===== config.mk =====
export PLATFORM = sky130hd
export DESIGN_NAME = mux4_rr_arbiter_flat
export DESIGN_NICKNAME = d
export VERILOG_FILES = /design/src/rtl/mux4_rr_arbiter_if.sv /design/src/rtl/mux4_rr_arbiter.sv /design/src/flat_wrapper.sv
export SDC_FILE = /design/constraint.sdc
export NUM_CORES = 1
export LEC_CHECK = 0
export BUFFER_PORTS_ARGS = -buffer_cell sky130_fd_sc_hd__buf_2
export CORE_MARGIN = 2
export CORE_UTILIZATION = 49
export CTS_CLUSTER_SIZE = 20
export DETAILED_ROUTE_END_ITERATION = 6
export PLACE_DENSITY = 0.83
export RECOVER_POWER = 100
export SLEW_MARGIN = 20
export SYNTH_ARGS = -nofsm -noshare
export SYNTH_HDL_FRONTEND = slang
export SYNTH_SLANG_ARGS = --single-unit
export TNS_END_PERCENT = 30

===== constraint.sdc =====
create_clock -name clk -period 3.4 [get_ports clk]
set_clock_uncertainty 0.15 [all_clocks]
set_input_delay 0.17 -clock clk [delete_from_list [all_inputs] [get_ports clk]]
set_output_delay 0.17 -clock clk [all_outputs]
set_load 0.03 [all_outputs]

===== src/rtl/mux4_rr_arbiter_if.sv =====
// rtl/mux4_rr_arbiter_if.sv - requester/arbiter bundle for the shared 4:1 select bus
interface mux4_rr_arbiter_if #(
    parameter int WIDTH = 20
);
    logic [3:0]       req;
    logic [WIDTH-1:0] in0;
    logic [WIDTH-1:0] in1;
    logic [WIDTH-1:0] in2;
    logic [WIDTH-1:0] in3;
    logic [3:0]       grant;
    logic [1:0]       sel;
    logic [WIDTH-1:0] out;
    logic             out_valid;
    logic             busy;

    modport master (
        output req, in0, in1, in2, in3,
        input  grant, sel, out, out_valid, busy
    );

    modport slave (
        input  req, in0, in1, in2, in3,
        output grant, sel, out, out_valid, busy
    );
endinterface


===== src/rtl/mux4_rr_arbiter.sv =====
// rtl/mux4_rr_arbiter.sv - round-robin arbiter driving the registered 4:1 select datapath
module mux4_rr_arbiter #(
    parameter int WIDTH     = 20,
    parameter int MAX_BURST = 4
) (
    input  logic               clk,
    input  logic               rst_n,
    mux4_rr_arbiter_if.slave   bus
);
    typedef enum logic {IDLE, BUSY} state_t;

    localparam logic [7:0] LAST_BEAT = 8'(MAX_BURST - 1);

    state_t           state, state_n;
    logic [1:0]       ptr, ptr_n;
    logic [1:0]       sel_q, sel_n;
    logic [7:0]       cnt, cnt_n;
    logic [3:0]       grant_q, grant_n;
    logic [WIDTH-1:0] out_q, out_n, sel_word;
    logic             out_valid_q;
    logic             beat, rel, found;
    logic [1:0]       scan_base, win;

    always_ff @(posedge clk or negedge rst_n) begin
        if (!rst_n) begin
            state       <= IDLE;
            ptr         <= 2'd0;
            sel_q       <= 2'd0;
            cnt         <= 8'd0;
            grant_q     <= 4'd0;
            out_q       <= '0;
            out_valid_q <= 1'b0;
        end else begin
            state       <= state_n;
            ptr         <= ptr_n;
            sel_q       <= sel_n;
            cnt         <= cnt_n;
            grant_q     <= grant_n;
            out_q       <= out_n;
            out_valid_q <= beat;
        end
    end

    always_comb begin
        case (sel_q)
            2'd0:    sel_word = bus.in0;
            2'd1:    sel_word = bus.in1;
            2'd2:    sel_word = bus.in2;
            default: sel_word = bus.in3;
        endcase
    end

    // A release always re-arbitrates from owner+1, so the old owner is scanned last.
    always_comb begin
        beat      = (state == BUSY) && bus.req[sel_q];
        rel       = (state == BUSY) && (!bus.req[sel_q] || cnt == LAST_BEAT);
        scan_base = rel ? sel_q + 2'd1 : ptr;
    end

    // Scan downward so the lowest offset from scan_base is the last (winning) write.
    always_comb begin
        logic [1:0] idx;
        found = 1'b0;
        win   = scan_base;
        for (int i = 3; i >= 0; i--) begin
            idx = scan_base + 2'(i);
            if (bus.req[idx]) begin
                found = 1'b1;
                win   = idx;
            end
        end
    end

    always_comb begin
        state_n = state;
        ptr_n   = ptr;
        sel_n   = sel_q;
        cnt_n   = cnt;
        grant_n = grant_q;
        out_n   = beat ? sel_word : out_q;
        if (state == IDLE || rel) begin
            if (rel) begin
                ptr_n = sel_q + 2'd1;
            end
            cnt_n = 8'd0;
            if (found) begin
                state_n = BUSY;
                sel_n   = win;
                grant_n = 4'b0001 << win;
            end else begin
                state_n = IDLE;
                grant_n = 4'd0;
            end
        end else if (beat) begin
            cnt_n = cnt + 8'd1;
        end
    end

    assign bus.grant     = grant_q;
    assign bus.sel       = sel_q;
    assign bus.out       = out_q;
    assign bus.out_valid = out_valid_q;
    assign bus.busy      = (state == BUSY);
endmodule


===== src/flat_wrapper.sv =====
// flat-port wrapper written by rule: the top's interface ports become plain ports
module mux4_rr_arbiter_flat 
#(
    parameter int WIDTH     = 20,
    parameter int MAX_BURST = 4
)
  (clk, rst_n, bus_req, bus_in0, bus_in1, bus_in2, bus_in3, bus_grant, bus_sel, bus_out, bus_out_valid, bus_busy);
  mux4_rr_arbiter_if #(.WIDTH(WIDTH)) bus_i ();
  input  logic clk;
  input  logic rst_n;
  input wire logic [$bits(bus_i.req)-1:0] bus_req;
  input wire logic [$bits(bus_i.in0)-1:0] bus_in0;
  input wire logic [$bits(bus_i.in1)-1:0] bus_in1;
  input wire logic [$bits(bus_i.in2)-1:0] bus_in2;
  input wire logic [$bits(bus_i.in3)-1:0] bus_in3;
  output wire logic [$bits(bus_i.grant)-1:0] bus_grant;
  output wire logic [$bits(bus_i.sel)-1:0] bus_sel;
  output wire logic [$bits(bus_i.out)-1:0] bus_out;
  output wire logic [$bits(bus_i.out_valid)-1:0] bus_out_valid;
  output wire logic [$bits(bus_i.busy)-1:0] bus_busy;
  assign bus_i.req = bus_req;
  assign bus_i.in0 = bus_in0;
  assign bus_i.in1 = bus_in1;
  assign bus_i.in2 = bus_in2;
  assign bus_i.in3 = bus_in3;
  assign bus_grant = bus_i.grant;
  assign bus_sel = bus_i.sel;
  assign bus_out = bus_i.out;
  assign bus_out_valid = bus_i.out_valid;
  assign bus_busy = bus_i.busy;
  mux4_rr_arbiter #(.WIDTH(WIDTH), .MAX_BURST(MAX_BURST)) u_core (.clk(clk), .rst_n(rst_n), .bus(bus_i));
endmodule

==> metrics, run 1 <==
Antenna Cells=0; final hold vios=0; PnR Total Power=0.00261 W; largest net degree at the start of global routing=44; Post-CTS Setup Bufs=0; Bufs on Longest Clock Path=2; post-route setup slack=roughly 0.64 ns; CP max-delay cell=a32oi_1; clock root cell=clkbuf_8; Synth area leader=dfrtp_1; Main synth FF type=dfrtp_1; Routed WL per cell=about 15 µm; CTS tree=built; FF-to-FF path depth=6; Syn Inst Count=258; detailed placement HPWL=4500 µm; fin crit share=81.1%; Distinct cells, synth=47; failing checks=max-capacitance violations, max-slew violations; Rows=24; CP peak stage delay=just under 0.8 ns; Cell Area, Synth=0.00227 mm²; outcome=complete, but fails checks; CP Capture Type=register; DR pass1 iterations=5; setup slack after placement=just over 0.9 ns; GR Overflow Total=0; number of enable flip-flop cells after synthesis=0; Slew Limit Fails=39; #FFs+latches synth=38; Worst-Margin Slew=1.94 ns; Final nets=around 450; first-pass GRT wire length=about 9500 µm; max-cap violation count=1; Reg-to-Reg End=u_core.bus.sel[0]$_DFFE_PN0P_; Crit path required time=approximately 3.4 ns; CTS HTree Levels=2; f_max=362 MHz; fillcell total=405; Yosys warnings=0; Pleak=1.36 nW; CTS buffer count=5; top post-synthesis cells by area=dfrtp_1, a222oi_1, o21ai_0; post-synthesis average cell area=8.80 µm²; CP startpoint=u_core.bus.sel[1]$_DFFE_PN0P_; Worst Setup EP=u_core.bus.sel[0]$_DFFE_PN0P_; CP Cell Sequence=mux2_2 -> o32a_1 -> a32oi_1 -> mux2i_1 -> nor2_1 -> o31ai_2; Post-synth ARST share=100%; DR vias/cell=5.63; core area=0.00441 mm²; Sink Count=38; Via Count=roughly 2,300; top cell type's share of synthesized area=a little over two fifths; Die Width=72.1 µm; initial antenna violation count=0; worst skew pair latency=slightly below 0.3 ns; worst-path fanout max=13; quantity of I/O buffers inserted on ports=113; gpl congestion=0.927; layout cells sized above 1=between 20% and 30%; R2R Path Start=u_core.bus.sel[1]$_DFFE_PN0P_; die area=0.00519 mm²; Register-to-Register Setup Slack=0.64 ns; pwr dens=913 mW/mm²; Antenna Nets Post-Route=0; Min-Delay Path Class=in2reg; final setup vio count=0; vias in the first global route=approximately 2,100; slew margin rel.=-29.4%; IO Count=114; Setup TNS Final=0 ns; Iter 0 DRT Violations=165; Crit path arrival time=2.80 ns; total wire length=6130 µm; starting density of the core=51.4%; Die Y=about 70 µm; register area share after synthesis=a little over two fifths; Reg clk slew, reported paths=0.07 ns; Peak VDD IR=roughly 460 µV; Net Count, Synth=349; Tmin final=2.76 ns; worst setup path category=reg2reg; DRC=0; RSZ-0062 raised after global routing=false; synth-to-layout area growth=25.9%; GRT Resource Usage Total=23.5%; crit start category=register
## cells by family (layout without fill, tap and decap cells)
family | after synthesis | in the layout | synth area share [%]
and+or+nand+nor | 90 | 90 | 18.1
AOI/OAI and AO/OA | 86 | 86 | 26.2
DFF | 38 | 38 | 41.9
buffers and inverters | 29 | 132 | 6.28
xor gates and xnor gates | 6 | 6 | 2.32
adders and majority gates | 5 | 5 | 2.76
muxes | 4 | 4 | 2.37
## critical path, delay by kind of cell, from the launching register on
| family | cells | cell delay [ns] |
|---|---|---|
| AND/OR/NAND/NOR | 1 | 0.07 |
| multiplexers | 2 | 0.68 |
| AO/OA/AOI/OAI | 3 | 1.22 |
| flip-flops | 1 | 0.54 |
## stage by stage
stage                     area [µm²]  hold WS [ns]  cells  utilization [%]
after floorplan                 2270        -0.276    258                -
after global placement          2800         0.168    404             63.5
after detailed placement        2800         0.162    404             63.5
after CTS                       2900        0.0111    413             65.8
after global routing            2860        0.0329    413             64.7
final                           2860        0.0204    413             64.7
## final cells by class
| type | count | area [µm²] | share of cell area [%] |
|---|---|---|---|
| clock buffers | 7 | 86.3 | 3.02 |
| clock inverters | 1 | 5.00 | 0.175 |
| inverters | 8 | 30.0 | 1.05 |
| multi-input cells | 191 | 1170 | 40.8 |
| flip-flops and latches | 38 | 951 | 33.3 |
| well taps | 52 | 65.1 | 2.28 |
| repair buffers | 116 | 553 | 19.4 |
## routing by layer
layer,up-vias,track usage (%),share of wire (%)
met4,0,10.7,2.6
met2,113,40.6,48
li1,1150,-,-
met1,1046,28.2,41
met3,15,4.86,8.0
met5,-,0,0
## layout by cell type, fill, tap and decap left out, types with 2 or more instances in the layout
cell / n
nand2b_1: 2
xor2_1: 3
o21ai_1: 3
nand3_1: 4
nand2_1: 34
inv_1: 7
buf_4: 2
clkbuf_8: 6
mux2i_1: 2
and2_0: 2
nor2_1: 33
dfrtp_1: 38
and2_1: 2
xnor2_1: 3
buf_2: 83
ha_1: 5
nor3_1: 2
o31ai_1: 2
a222oi_1: 20
a32oi_1: 2
a21oi_1: 24
clkbuf_1: 31
o21ai_0: 25
## registers in the layout, indices dropped and copies added, names as in the netlist
| signal | flops |
|---|---|
| u_core.bus.out_valid | 1 |
| u_core.bus.busy | 1 |
| u_core.ptr | 2 |
| u_core.cnt | 8 |
| u_core.bus.grant | 4 |
| u_core.bus.out | 20 |
| u_core.bus.sel | 2 |
## report_power, final
group / leakage (nW) / total [W] / switching, W / internal, W
combinational: 0.827 / 0.00154 / 0.00104 / 0.000500
clock: 0.0482 / 0.000317 / 0.000153 / 0.000163
sequential: 0.483 / 0.000748 / 0.000122 / 0.000627
total: 1.36 / 0.00261 / 0.00132 / 0.00129
## worst min-delay path by stage
stage | startpoint | endpoint | slack (ns) | cells past startpoint
6_report | bus_in3[19] | u_core.bus.out[19]$_DFFE_PN0P_ | 0.02 | 3
5_1_grt | bus_in3[4] | u_core.bus.out[4]$_DFFE_PN0P_ | 0.03 | 3
4_1_cts | bus_in3[19] | u_core.bus.out[19]$_DFFE_PN0P_ | 0.01 | 3
3_5_place_dp | rst_n | u_core.cnt[5]$_DFFE_PN0P_ | 0.16 | 1
3_3_place_gp | rst_n | u_core.cnt[7]$_DFFE_PN0P_ | 0.17 | 1
2_1_floorplan | rst_n | u_core.bus.busy$_DFFE_PN0N_ | -0.28 | 0
## cells in the mapped netlist (2+ instances only)
cell	number
nand2_1	33
o21ai_0	25
ha_1	5
inv_1	6
o21ai_1	3
nand2b_1	2
a222oi_1	20
o31ai_1	2
inv_2	2
clkbuf_1	14
dfrtp_1	38
xor2_1	3
buf_6	4
nor2_1	33
nor3_1	2
nand3_1	4
mux2i_1	2
xnor2_1	3
a21oi_1	24
buf_2	3
and2_1	4
## repair_timing
| action | in CTS | in global routing |
|---|---|---|
| hold endpoints to repair | 38 | 0 |
| hold buffers | 1 | 0 |
| gates resized for setup | 0 | 0 |
No activity file was read; power rests on OpenSTA's default activity.
==> run 2, diff against run 1 <==
--- a/config.mk
+++ b/config.mk
@@ -5,12 +5,13 @@
 export SDC_FILE = /design/constraint.sdc
 export NUM_CORES = 1
 export LEC_CHECK = 0
+export ABC_AREA = 1
 export BUFFER_PORTS_ARGS = -buffer_cell sky130_fd_sc_hd__buf_2
 export CORE_MARGIN = 2
-export CORE_UTILIZATION = 49
+export CORE_UTILIZATION = 47
 export CTS_CLUSTER_SIZE = 20
 export DETAILED_ROUTE_END_ITERATION = 6
-export PLACE_DENSITY = 0.83
+export PLACE_DENSITY = 0.78
 export RECOVER_POWER = 100
 export SLEW_MARGIN = 20
 export SYNTH_ARGS = -nofsm -noshare
==> constraint.sdc (replaced) <==
create_clock -name clk -period 2.62 [get_ports clk]
set_clock_uncertainty 0.15 [all_clocks]
set_input_delay 0.131 -clock clk [delete_from_list [all_inputs] [get_ports clk]]
set_output_delay 0.131 -clock clk [all_outputs]
set_load 0.03 [all_outputs]
==> metrics, run 2 <==
crit start category=register; quantity of I/O buffers inserted on ports=between 100 and 150; synth-to-layout area growth=36.6%; max reg flops=20; Peak VDD IR=around 960 µV; GRT Resource Usage Total=23.1%; max-cap violation count=0; post-cts resize count=0; Slew Limit Fails=0; outcome=finished clean; post-synthesis adder-cell area fraction=under 10%; CP Cell Sequence=inv_2 -> nand2_1 -> nand3_2 -> nand2_1 -> nand2_4 -> nand2_4 -> nand2_1 -> nand2_1 -> nand2_1 -> nand2_1 -> nand2_1 -> nand2_1 -> inv_2 -> nand2_2 -> nand2_1 -> nand2_2 -> nand2_2 -> nand2_1 -> o21ai_1; Die Y=~76 µm; top cell type's share of synthesized area=38.6%; DRC=0; synth cell count leaders=nand2_1, inv_1, dfrtp_1; Final Instance Count excl. Fillers=515; post-synthesis compound-gate area fraction=about a fifth; Bufs on Longest Clock Path=2; area occupied by multi-input gates=around 0.0013 mm²; Pleak=1.82 nW; register area share after synthesis=38.6%; worst setup path category=reg2reg; Main synth FF type=dfrtp_1; layout cells sized above 1=29.4%; Min-Delay Path Class=in2reg; GR Overflow Total=0; GR peak layer=met2; worst skew pair latency=0.29 ns; final hold vios=0; grt met3 use=under 10%; largest family of logic cells by synthesized area=simple AND/OR/NAND/NOR gates; Most common cell on crit path=nand2_1; Syn Inst Count=316; largest net degree at the start of global routing=42; Synth area leader=dfrtp_1; starting density of the core=~50%; PnR Total Power=0.00458 W; final setup vio count=0; stages on the worst setup path=19; Setup TNS Final=0 ns; Crit path required time=2.64 ns; core area=0.00507 mm²; XOR/XNOR share of the synthesized area=0.355%; Via Count=~2,600; Iter 0 DRT Violations=108; CP max-delay cell=dfrtp_1; post-synthesis average cell area=7.80 µm²; storage element area=951 µm²; initial antenna violation count=0; WHS Path Cells=3; CTS buffer count=5; CTS HTree Levels=2; WP buf/inv=2; clock root cell=clkbuf_8; Antenna Nets Post-Route=0; Distinct cells, synth=24; Synth Area in Simple Gates=29.1%; Cell Area, Synth=~0.0025 mm²; top post-synthesis cells by area=dfrtp_1, nand2_1, a22o_1; Net Count, Synth=407; Tmin final=2.40 ns; Reg clk slew, reported paths=approximately 0.08 ns; Post-CTS Setup Bufs=0; Yosys warnings=0; Rows=26; CP peak stage delay=0.53 ns; CTS tree=built; f_max=417 MHz; vias in the first global route=~2,600; GRT met2 Usage=39.9%; placed insts=489; met1 Track Usage GR=27.9%; pwr dens=1360 mW/mm²; Final nets=535; DR vias/cell=between 5 and 6; HP Start=bus_in3[11]; most common cell in the synthesized netlist=nand2_1; Crit path arrival time=2.42 ns; setup slack after placement=~0.28 ns; post-layout util=roughly 66%; total wire length=around 6700 µm; die area=0.00584 mm²; gpl congestion=0.826; hold buffers post-CTS=18; number of enable flip-flop cells after synthesis=0; fillcell total=454; RSZ-0062 raised after global routing=false; Worst-Margin Slew=around 0.89 ns; post-route setup slack=0.222 ns; multiplexer area fraction after synthesis=0%; #FFs+latches synth=38; Post-synth ARST share=100%; slew margin rel.=between 40 and 50%; FF-to-FF path depth=19; R2R Path Start=u_core.bus.sel[0]$_DFFE_PN0P_; CP Capture Type=register; detailed placement HPWL=4730 µm; CP startpoint=u_core.bus.sel[0]$_DFFE_PN0P_; IO Count=around 110; CP delay by family, top=simple AND/OR/NAND/NOR gates; Die Width=76.4 µm; Antenna Cells=0; DR pass1 iterations=4; Routed WL per cell=about 13 µm; worst-path fanout max=7; Sink Count=38; first-pass GRT wire length=11,100 µm; fin crit share=around nine tenths; most frequent cells in the layout=nand2_1, buf_2, inv_1
run 2: kinds of logic (layout without fill, tap and decap cells):
family / count (synthesis) / in the layout
AOI/OAI and AO/OA: 69 / 69
xor gates and xnor gates: 1 / 1
adders and majority gates: 5 / 5
buffers and inverters: 58 / 187
DFF: 38 / 38
and+or+nand+nor: 145 / 145
run 2: worst paths after layout:
path	end	slack [ns]
min in group asynchronous	u_core.bus.out[4]$_DFFE_PN0P_	0.35
worst max register to register	u_core.bus.sel[0]$_DFFE_PN0P_	0.22
worst max-delay path	u_core.bus.sel[0]$_DFFE_PN0P_	0.22
max in group asynchronous	u_core.bus.out[17]$_DFFE_PN0P_	1.41
worst min-delay path	u_core.bus.out[11]$_DFFE_PN0P_	0.006
worst min register to register	u_core.cnt[0]$_DFFE_PN0P_	0.31
run 2: per-stage QoR:
stage,area [µm²],hold WS (ns)
2_1_floorplan,2470,-0.315
3_3_place_gp,3100,0.112
3_5_place_dp,3100,0.118
4_1_cts,3420,0.00392
5_1_grt,3370,0.0155
6_report,3370,0.00601
run 2: cell type report:
class                   count  share of cell area (%)
multi-input cells         220                    38.4
well taps                  70                    2.60
flip-flops and latches     38                    28.2
clock inverters             3                    2.04
clock buffers               5                    2.04
inverters                  44                    4.90
repair buffers            135                    21.8
run 2: worst register-to-register path: cells and delay by family, from the launching register on:
kind | cells | cell delay (ns)
buf+inv | 2 | 0.17
simple gates | 16 | 1.35
compound gates | 1 | 0.07
flops | 1 | 0.53
run 2: power by group:
group / leakage (nW) / internal (W) / switching (W)
sequential: 0.482 / 0.000835 / 0.000153
clock: 0.0683 / 0.000381 / 0.000209
combinational: 1.27 / 0.000954 / 0.00205
total: 1.82 / 0.00217 / 0.00241
run 2: routing by layer:
| layer | part of all wire [%] | vias up |
|---|---|---|
| li1 | - | 1310 |
| met1 | 43 | 1198 |
| met2 | 49 | 99 |
| met3 | 6.4 | 12 |
| met4 | 1.8 | 0 |
| met5 | 0 | - |
